File: src/rtl/pipelined_adder.sv
// WIDTH-bit adder whose carry chain is cut into STAGES registered chunks, with a valid/ready handshake.
// Optional signed saturation and overflow flag are enabled by defining ADDER_SAT_EN.
module pipelined_adder #(
    parameter int unsigned WIDTH  = 16,
    parameter int unsigned STAGES = 4
) (
    input  logic             clk,
    input  logic             rst_n,
    input  logic             in_valid,
    output logic             in_ready,
    input  logic [WIDTH-1:0] a,
    input  logic [WIDTH-1:0] b,
    input  logic             cin,
    output logic             out_valid,
    input  logic             out_ready,
    output logic [WIDTH-1:0] sum,
    output logic             cout
`ifdef ADDER_SAT_EN
    ,
    output logic             ovf
`endif
);
    localparam int unsigned C  = WIDTH / STAGES;
    localparam int unsigned CW = C + 1;

    if (WIDTH < 1 || STAGES < 1 || STAGES > WIDTH || (WIDTH % STAGES) != 0) begin : g_bad_params
        $error("pipelined_adder: need WIDTH >= 1, 1 <= STAGES <= WIDTH, WIDTH %% STAGES == 0");
    end

    logic              advance;
    logic [STAGES-1:0] vld_q, vld_d;
    logic [STAGES-1:0] cry_q, cry_d;
    logic [WIDTH-1:0]  a_q [STAGES];
    logic [WIDTH-1:0]  b_q [STAGES];
    logic [WIDTH-1:0]  s_q [STAGES];
    logic [WIDTH-1:0]  a_d [STAGES];
    logic [WIDTH-1:0]  b_d [STAGES];
    logic [WIDTH-1:0]  s_d [STAGES];
    logic [WIDTH-1:0]  sum_d;
    logic              unused_last_ops;

    // The whole pipe moves as one unit whenever the output slot is free or being drained.
    assign advance  = !out_valid || out_ready;
    assign in_ready = advance;

    // The last stage has no later chunk to feed, so its operand copies are never read.
    assign unused_last_ops = ^{a_q[STAGES-1], b_q[STAGES-1]};

    // Each stage adds its own chunk using the carry registered by the stage before it.
    always_comb begin
        logic [CW-1:0] t;
        logic          c;
        int            p;
        vld_d = '0;
        cry_d = '0;
        t     = '0;
        c     = cin;
        p     = 0;
        for (int i = 0; i < STAGES; i++) begin
            p = (i > 0) ? i - 1 : 0;
            if (i == 0) begin
                vld_d[i] = in_valid;
                a_d[i]   = a;
                b_d[i]   = b;
                s_d[i]   = '0;
                c        = cin;
            end else begin
                vld_d[i] = vld_q[p];
                a_d[i]   = a_q[p];
                b_d[i]   = b_q[p];
                s_d[i]   = s_q[p];
                c        = cry_q[p];
            end
            t = CW'(a_d[i][i*C +: C]) + CW'(b_d[i][i*C +: C]) + CW'(c);
            s_d[i][i*C +: C] = t[C-1:0];
            cry_d[i]         = t[C];
        end
    end

`ifdef ADDER_SAT_EN
    localparam int unsigned     MSB     = WIDTH - 1;
    localparam logic [WIDTH-1:0] MIN_NEG = WIDTH'(1) << MSB;
    localparam logic [WIDTH-1:0] MAX_POS = ~MIN_NEG;

    logic ovf_d;
    logic ovf_q;

    // Signed overflow: like-signed operands producing a result of the opposite sign.
    always_comb begin
        sum_d = s_d[STAGES-1];
        ovf_d = (a_d[STAGES-1][MSB] == b_d[STAGES-1][MSB]) &&
                (s_d[STAGES-1][MSB] != a_d[STAGES-1][MSB]);
        if (ovf_d) begin
            sum_d = a_d[STAGES-1][MSB] ? MIN_NEG : MAX_POS;
        end
    end

    always_ff @(posedge clk or negedge rst_n) begin
        if (!rst_n) begin
            ovf_q <= 1'b0;
        end else if (advance) begin
            ovf_q <= ovf_d;
        end
    end

    assign ovf = ovf_q;
`else
    always_comb begin
        sum_d = s_d[STAGES-1];
    end
`endif

    always_ff @(posedge clk or negedge rst_n) begin
        if (!rst_n) begin
            vld_q <= '0;
            cry_q <= '0;
            for (int i = 0; i < STAGES; i++) begin
                a_q[i] <= '0;
                b_q[i] <= '0;
                s_q[i] <= '0;
            end
        end else if (advance) begin
            vld_q <= vld_d;
            cry_q <= cry_d;
            for (int i = 0; i < STAGES; i++) begin
                a_q[i] <= a_d[i];
                b_q[i] <= b_d[i];
                s_q[i] <= s_d[i];
            end
            s_q[STAGES-1] <= sum_d;
        end
    end

    assign out_valid = vld_q[STAGES-1];
    assign sum       = s_q[STAGES-1];
    assign cout      = cry_q[STAGES-1];

endmodule
File: config.mk
export PLATFORM = sky130hd
export DESIGN_NAME = pipelined_adder
export DESIGN_NICKNAME = d
export VERILOG_FILES = /design/src/rtl/pipelined_adder.sv
export SDC_FILE = /design/constraint.sdc
export NUM_CORES = 1
export LEC_CHECK = 0
export CAP_MARGIN = 20
export CORE_MARGIN = 2
export CORE_UTILIZATION = 55
export CTS_CLUSTER_DIAMETER = 30
export DETAILED_ROUTE_END_ITERATION = 12
export GPL_TIMING_DRIVEN = 0
export PLACE_DENSITY = 0.85
export SLEW_MARGIN = 20
export SYNTH_ARGS = -nofsm -noshare
export SYNTH_HDL_FRONTEND = slang
export SYNTH_SLANG_ARGS = --single-unit
File: constraint.sdc
create_clock -name clk -period 3 [get_ports clk]
set_input_delay 0.6 -clock clk [delete_from_list [all_inputs] [get_ports clk]]
set_output_delay 0.6 -clock clk [all_outputs]
set_load 0.02 [all_outputs]
Word-level counts from Yosys, hierarchy flattened
Cells that the tools add are included.
{ "totals": {"elab_cells": 22, "regBits": 144, "output_inout_bits": 19} }
{ "op_classes": {"n_addsub": 8, "n_reduce_logical": 2} }
{ "op_table": {"columns": ["operator", "n"], "rows": [
  ["adder 4 x 4 -> 5 bit", 4],
  ["adder 5 x 1 -> 5 bit", 4],
  ["logical NOT 1 bit", 1],
  ["logical OR 1 bit", 1]
]} }

Longest topological paths before layout
Gate-level depths: netlist of the first run.
{ "logic_depth": {"depth_word": 2, "mapped_depth": 7, "depth_no_buf": 6} }

Worst setup path before layout of the first run
Ideal clock, no wire load.
{ "synth_timing": {"path_kind": "register to register", "from": "reg cry_q[2]", "to": "reg cry_q[3]", "path_stages_with_launch": 6, "period_less_slack_ns": 1.722, "t_arrival_ns": 1.598, "path_slack_ns": 1.278, "path_cell_list": "dfrtp_1 -> fa_1 -> fa_1 -> a21o_1 -> a21oi_1 -> a21oi_1"} }
{ "synth_via": {"elab_chain_len": 1} }
{ "synth_lines": {"columns": ["element", "line_no", "source"], "rows": [
  ["start, declared", "32", "logic [STAGES-1:0] cry_q, cry_d;"],
  ["start signal, assigned", "124", "cry_q <= cry_d;"],
  ["adder 5 x 1 -> 5 bit", "74", "t = CW'(a_d[i][i*C +: C]) + CW'(b_d[i][i*C +: C]) + CW'(c);"]
]} }
Every way passes these cells.
A chain may end at the register's enable or synchronous reset.

Worst setup path after layout of the first run
{ "layout_timing": {"from": "in out_ready", "to": "out in_ready"} }
{ "layout_via": {"elab_chain_len": 1} }
{ "layout_lines": {"columns": ["element", "line_no", "source"], "rows": [
  ["start, declared", "15", "input logic out_ready,"],
  ["logical OR 1 bit", "43", "assign advance = !out_valid || out_ready;"],
  ["end, declared", "10", "output logic in_ready,"]
]} }
Every way passes these cells.

==> results of run 1 <==
how the worst max path moves through the flow:
stage	slack, ps	endpoint	start	cells past startpoint
2_1_floorplan	1280	cry_q[3]$_DFFE_PN0P_	cry_q[2]$_DFFE_PN0P_	5
3_3_place_gp	-1970	b_d[44]$_DFFE_PN0P_	rst_n	1
3_5_place_dp	160	in_ready	out_ready	7
4_1_cts	150	in_ready	out_ready	7
5_1_grt	80	in_ready	out_ready	7
6_report	150	in_ready	out_ready	7
registers in the layout (all words and copies together) (netlist names):
register and flops:
vld_q 4, b_d 24, cry_q 4, a_d 24, s_d 24, sum 16
logic make-up (layout without fill, tap and decap cells):
family,count (synthesis),count (layout),share of synthesized area
buf+inv,32,104,0.04244
compound gates,33,33,0.04336
simple gates,255,255,0.2373
xor+xnor,7,7,0.01496
flops,96,96,0.5863
fa+ha+maj,20,20,0.07572
power breakdown:
part / internal [mW] / total, mW / switching, mW
sequential: 1.86 / 2.20 / 0.343
combinational: 0.870 / 1.99 / 1.12
clock: 0.581 / 1.04 / 0.461
total: 3.31 / 5.23 / 1.92
per-layer routing:
metal	GRT usage	wire (µm)	share of wire
met1	0.2898	3437	0.40
met2	0.4079	4574	0.53
met3	0.04341	392	0.046
met4	0.09231	167	0.019
met5	0	0	0
Yosys cell counts (all sizes together):
cell type    n
clkbuf       7
nand2      238
nor2b        4
dfrtp       96
a21oi       14
xor2         6
fa           8
nand2b       1
ha          12
nor2        12
o21ai       14
xnor2        1
buf         14
inv         11
a21o         5
metrics by stage:
step / setup TNS (ps) / instance area, µm² / power, mW
final: 0 / 5054 / 5.230
after floorplan: 0 / 4098 / 3.448
after detailed placement: 0 / 4801 / 4.200
after CTS: 0 / 5054 / 5.261
after global routing: 0 / 5054 / 5.620
after global placement: -188130 / 4772 / 4.044
area by class of cell:
cell class	count	area, µm²	share of cell area
Sequential cell	96	2402	0.4754
Multi-Input combinational cell	315	1521	0.3011
Timing Repair Buffer	56	579.3	0.1146
Clock buffer	10	137.6	0.02723
Buffer	21	132.6	0.02624
Tap cell	99	123.9	0.02451
Clock inverter	6	115.1	0.02278
Inverter	11	41.29	0.008170
==> impl_metrics.env, run 1 <==
export IMPL_postCtsSetupBuffers=0
export IMPL_io_pins=56
export IMPL_hold_buffers=0
export IMPL_io_buffers=55
export IMPL_antenna_diode_count=0
export IMPL_final_cell_mix="nand2_1, dfrtp_1, clkdlybuf4s50_1"
export IMPL_vias=3055
export IMPL_grt_usage=0.2338
export IMPL_cp_cell_sequence="clkdlybuf4s50_1 > nor2b_2 > buf_6 > inv_2 > buf_6 > buf_6 > clkdlybuf4s50_1"
export IMPL_period_needed_ps=2854
export IMPL_yosysTopAreaCell="dfrtp_1"
export IMPL_whs_ps=62.44
export IMPL_fillCellCount=553
export IMPL_clock_skew_ps=7.462
export IMPL_cp_arrival_ps=2250
export IMPL_hold_path_class="in -> async"
export IMPL_yosys_warnings=0
export IMPL_crit_type="in -> out"
export IMPL_syn_inst=443
export IMPL_totalWireLength_um=8571
export IMPL_synthDistinctLibCells=20
export IMPL_layout_drive_gt1_share=0.06602
export IMPL_cpMostUsedCell="buf_6"
export IMPL_antenna_found_initial=0
export IMPL_maxSlewHeadroom=0.6502
export IMPL_reg2regPathDepth=5
export IMPL_clock_path_buffers=2
export IMPL_r2r_slack_ps=1160
export IMPL_die_area_um2=8157
export IMPL_root_buffer="clkbuf_8"
export IMPL_drtAntennaViolNets=0
export IMPL_clock_latency_ps=370
export IMPL_hold_violations=0
export IMPL_synth_area_leaders="dfrtp_1, nand2_1, fa_1"
export IMPL_avgSynthCellArea_um2=9.250
export IMPL_power_leakage_nw=2.604
export IMPL_core_area_um2=7214
export IMPL_routabilityCongestion=0.8445
export IMPL_slew_viol_final=0
export IMPL_cts_tree="done"
export IMPL_yosys_area_top_type_share=0.5863
export IMPL_drc=0
export IMPL_critPathTopFamily="buffers and inverters"
export IMPL_cp_buffers_inverters=6
export IMPL_avgRoutedWirePerCell_um=13.96
export IMPL_critPathCaptureType="output port"
export IMPL_final_core_util=0.7005
export IMPL_die_width_um=90.32
export IMPL_die_h_um=90.32
export IMPL_max_stage_delay_ps=610
export IMPL_worst_ep_required_time_ps=2400
export IMPL_rows=31
export IMPL_max_clock_freq_ghz=0.3504
export IMPL_crit_slowest_cell="clkdlybuf4s50_1"
export IMPL_initial_core_util=0.5680
export IMPL_layout_commonest_cell="nand2_1"
export IMPL_drtIter0Drc=219
export IMPL_worstMarginPinSlew_ps=524.7
export IMPL_fin_cells=614
export IMPL_r2r_end="cry_q[3]$_DFFE_PN0P_"
export IMPL_viasPerCell=4.976
export IMPL_clock_sinks=96
export IMPL_startpoint_type="primary input"
export IMPL_grt_max_degree=75
export IMPL_synth_seq_area_share=0.5863
export IMPL_dp_hpwl_um=6196
export IMPL_final_nets=567
export IMPL_r2r_start="cry_q[2]$_DFFE_PN0P_"
export IMPL_fin_crit_sh=0.9513
export IMPL_cellPowerDensity_nw_per_um2=1035
export IMPL_cts_clk_slew_worst_paths_ps=90
export IMPL_setup_violations=0
export IMPL_dr_pass1_iters=4
export IMPL_finalWorstSetupSlack_ps=146.1
export IMPL_area_growth_pct=23.33
export IMPL_grt_overflow_total=0
export IMPL_outcome="completed"
export IMPL_htree_levels=3
export IMPL_grt_pass1_wl_um=14830
export IMPL_syn_nets=500
export IMPL_crit_path_max_fanout=10
export IMPL_rsz0062_at_grt="no"
export IMPL_numCtsBuffers=9
export IMPL_drv_cap=0
export IMPL_dp_cells=598
export IMPL_grt_pass1_vias=3097
export IMPL_cts_resized=0
export IMPL_peakVddDrop_uv=439.9
export IMPL_ys_ff_latch=96
export IMPL_dp_slack_ps=159.8
export IMPL_synth_area_um2=4098
Note: power is estimated with default switching activity, not from simulation.
==> inputs of run 2 (changes only) <==
--- a/config.mk
+++ b/config.mk
@@ -11,7 +11,7 @@
 export CTS_CLUSTER_DIAMETER = 30
 export DETAILED_ROUTE_END_ITERATION = 12
 export GPL_TIMING_DRIVEN = 0
-export PLACE_DENSITY = 0.85
+export PLACE_DENSITY_LB_ADDON = 0.15
 export SLEW_MARGIN = 20
 export SYNTH_ARGS = -nofsm -noshare
 export SYNTH_HDL_FRONTEND = slang
==> run 2 against run 1 <==
Effect of this change:
- clock skew up 4.7 ps
- largest power group unchanged
- non-clock buffer count unchanged
- cell area down 1.4%
- sequential share of layout area up 0.67 points
- first-iteration DRC count down 2.3%
- register-to-register slack worse by 20 ps
- sequential cell count unchanged
- clock power down 25%
- core utilization down 0.97 points
- power down 6.6%
==> impl_metrics.env, run 2 (synthesis gave the netlist of run 1 again) <==
export IMPL_grt_usage=0.2175
export IMPL_drtAntennaViolNets=0
export IMPL_hold_violations=0
export IMPL_r2r_end="cry_q[3]$_DFFE_PN0P_"
export IMPL_max_stage_delay_ps=610
export IMPL_critPathLaunch="out_ready"
export IMPL_intPower_mw=3.049
export IMPL_crit_slowest_cell="clkdlybuf4s50_1"
export IMPL_die_h_um=90.32
export IMPL_vias=3014
export IMPL_io_pins=56
export IMPL_worst_ep_required_time_ps=2400
export IMPL_clockPowerShare=0.159
export IMPL_dp_slack_ps=184.3
export IMPL_switching_power_mw=1.839
export IMPL_die_area_um2=8157
export IMPL_crit_path_max_fanout=10
export IMPL_drc=0
export IMPL_avgRoutedWirePerCell_um=12.79
export IMPL_numCtsBuffers=9
export IMPL_clock_path_buffers=2
export IMPL_area_growth_pct=21.62
export IMPL_die_width_um=90.32
export IMPL_dp_hpwl_um=5703
export IMPL_root_buffer="clkbuf_8"
export IMPL_cp_arrival_ps=2240
export IMPL_final_core_util=0.6908
export IMPL_final_cell_mix="nand2_1, dfrtp_1, clkdlybuf4s50_1"
export IMPL_hold_path_class="in -> async"
export IMPL_whs_ps=73.35
export IMPL_multi_input_area_um2=1521
export IMPL_slew_viol_final=0
export IMPL_grt_max_degree=76
export IMPL_routabilityCongestion=0.7619
export IMPL_power_leakage_nw=2.567
export IMPL_core_area_um2=7214
export IMPL_crit_type="in -> out"
export IMPL_antenna_found_initial=0
export IMPL_reg2regPathDepth=5
export IMPL_hold_buffers=0
export IMPL_power_mw=4.887
export IMPL_finalWorstSetupSlack_ps=164.1
export IMPL_max_clock_freq_ghz=0.3526
export IMPL_startpoint_type="primary input"
export IMPL_seq_area_um2=2402
export IMPL_antenna_diode_count=0
export IMPL_drv_cap=0
export IMPL_htree_levels=3
export IMPL_clock_sinks=96
export IMPL_peakVddDrop_uv=394.5
export IMPL_io_buffers=55
export IMPL_p_seq_frac=0.445
export IMPL_rsz0062_at_grt="no"
export IMPL_fillCellCount=614
export IMPL_cts_clk_slew_worst_paths_ps=90
export IMPL_period_needed_ps=2836
export IMPL_critPathCaptureType="output port"
export IMPL_grt_pass1_wl_um=14010
export IMPL_final_nets=567
export IMPL_worstMarginPinSlew_ps=529.8
export IMPL_dr_pass1_iters=4
export IMPL_layout_drive_gt1_share=0.06408
export IMPL_totalWireLength_um=7850
export IMPL_postPlaceCellArea_um2=4801
export IMPL_cts_resized=0
export IMPL_clock_skew_ps=12.15
export IMPL_initial_core_util=0.5680
export IMPL_outcome="completed"
export IMPL_postCtsSetupBuffers=0
export IMPL_cp_cell_sequence="clkdlybuf4s50_1 > nor2b_2 > buf_6 > inv_2 > buf_6 > buf_6 > clkdlybuf4s50_1"
export IMPL_maxSlewHeadroom=0.6468
export IMPL_viasPerCell=4.909
export IMPL_r2r_slack_ps=1140
export IMPL_cts_tree="done"
export IMPL_grt_overflow_total=0
export IMPL_layout_commonest_cell="nand2_1"
export IMPL_rows=31
export IMPL_sw_frac_of_total=0.3762
export IMPL_drtIter0Drc=214
export IMPL_combPwrFrac=0.396
export IMPL_setup_violations=0
export IMPL_cellPowerDensity_nw_per_um2=980.7
export IMPL_fin_crit_sh=0.9453
export IMPL_crit_end="in_ready"
export IMPL_final_area_um2=4984
export IMPL_cpMostUsedCell="buf_6"
export IMPL_grt_pass1_vias=2962
export IMPL_r2r_start="cry_q[2]$_DFFE_PN0P_"
export IMPL_clock_latency_ps=350
==> run 2: worst min-delay path by stage <==
stage	startpoint	endpoint	slack [ps]	depth (start not counted)
6_report	rst_n	sum[3]$_DFFE_PN0P_	70	1
3_5_place_dp	rst_n	sum[3]$_DFFE_PN0P_	460	1
3_3_place_gp	vld_q[2]$_DFFE_PN0P_	vld_q[2]$_DFFE_PN0P_	440	2
4_1_cts	rst_n	sum[3]$_DFFE_PN0P_	70	1
2_1_floorplan	rst_n	a_d[12]$_DFFE_PN0P_	300	0
5_1_grt	rst_n	sum[3]$_DFFE_PN0P_	70	1
==> run 2: power by group through the flow <==
| stage | sequential, mW | clock [mW] | combinational (mW) |
|---|---|---|---|
| 2_1_floorplan | 2.28 | 0 | 1.17 |
| 3_3_place_gp | 2.18 | 0 | 1.88 |
| 3_5_place_dp | 2.21 | 0 | 1.95 |
| 4_1_cts | 2.18 | 0.797 | 1.97 |
| 5_1_grt | 2.24 | 0.856 | 2.23 |
| 6_report | 2.18 | 0.777 | 1.93 |
==> run 2: layout make-up <==
cell class              count  share of cell area
clock buffers              11             0.02837
inverters                  11            0.008285
plain buffers              21             0.02661
repair buffers             56              0.1162
clock inverters             5            0.008285
multi-input cells         315              0.3053
flip-flops and latches     96              0.4820
well taps                  99             0.02486
==> run 2: through the flow <==
stage,instances,TNS [ps]
after floorplan,443,0
after global placement,597,-200950
after detailed placement,598,0
after CTS,614,0
after global routing,614,0
final,614,0
==> run 2: critical path, delay by kind of cell <==
kind	cells	cell delay, ps
and+or+nand+nor	1	40
buffers and inverters	6	1580
==> run 2: routing by layer <==
layer / up-vias / GRT usage / part of all wire
met5: - / 0 / 0
met4: 0 / 0.08846 / 0.015
met3: 10 / 0.03422 / 0.039
met2: 61 / 0.3421 / 0.48
li1: 1504 / - / -
met1: 1439 / 0.3070 / 0.46
==> inputs of run 3 (changes only) <==
--- a/config.mk
+++ b/config.mk
@@ -8,10 +8,11 @@
 export CAP_MARGIN = 20
 export CORE_MARGIN = 2
 export CORE_UTILIZATION = 55
-export CTS_CLUSTER_DIAMETER = 30
+export CTS_CLUSTER_DIAMETER = 200
 export DETAILED_ROUTE_END_ITERATION = 12
 export GPL_TIMING_DRIVEN = 0
 export PLACE_DENSITY_LB_ADDON = 0.15
+export SKIP_LAST_GASP = 1
 export SLEW_MARGIN = 20
 export SYNTH_ARGS = -nofsm -noshare
 export SYNTH_HDL_FRONTEND = slang
==> constraint.sdc (replaced) <==
create_clock -name clk -period 3 [get_ports clk]
set_input_delay 0.6 -clock clk [delete_from_list [all_inputs] [get_ports clk]]
set_output_delay 0.6 -clock clk [all_outputs]
set_load 0.005 [all_outputs]
==> results of run 3 <==
Same layout as run 2 (identical final DEF). Status: completed.
Among the figures that moved: setup slack after placement 184.3 ps -> 287.6 ps; setup slack after layout 164.1 ps -> 267.3 ps; total power 4.887 mW -> 4.741 mW; worst IR drop on VDD 394.5 µV -> 393.2 µV
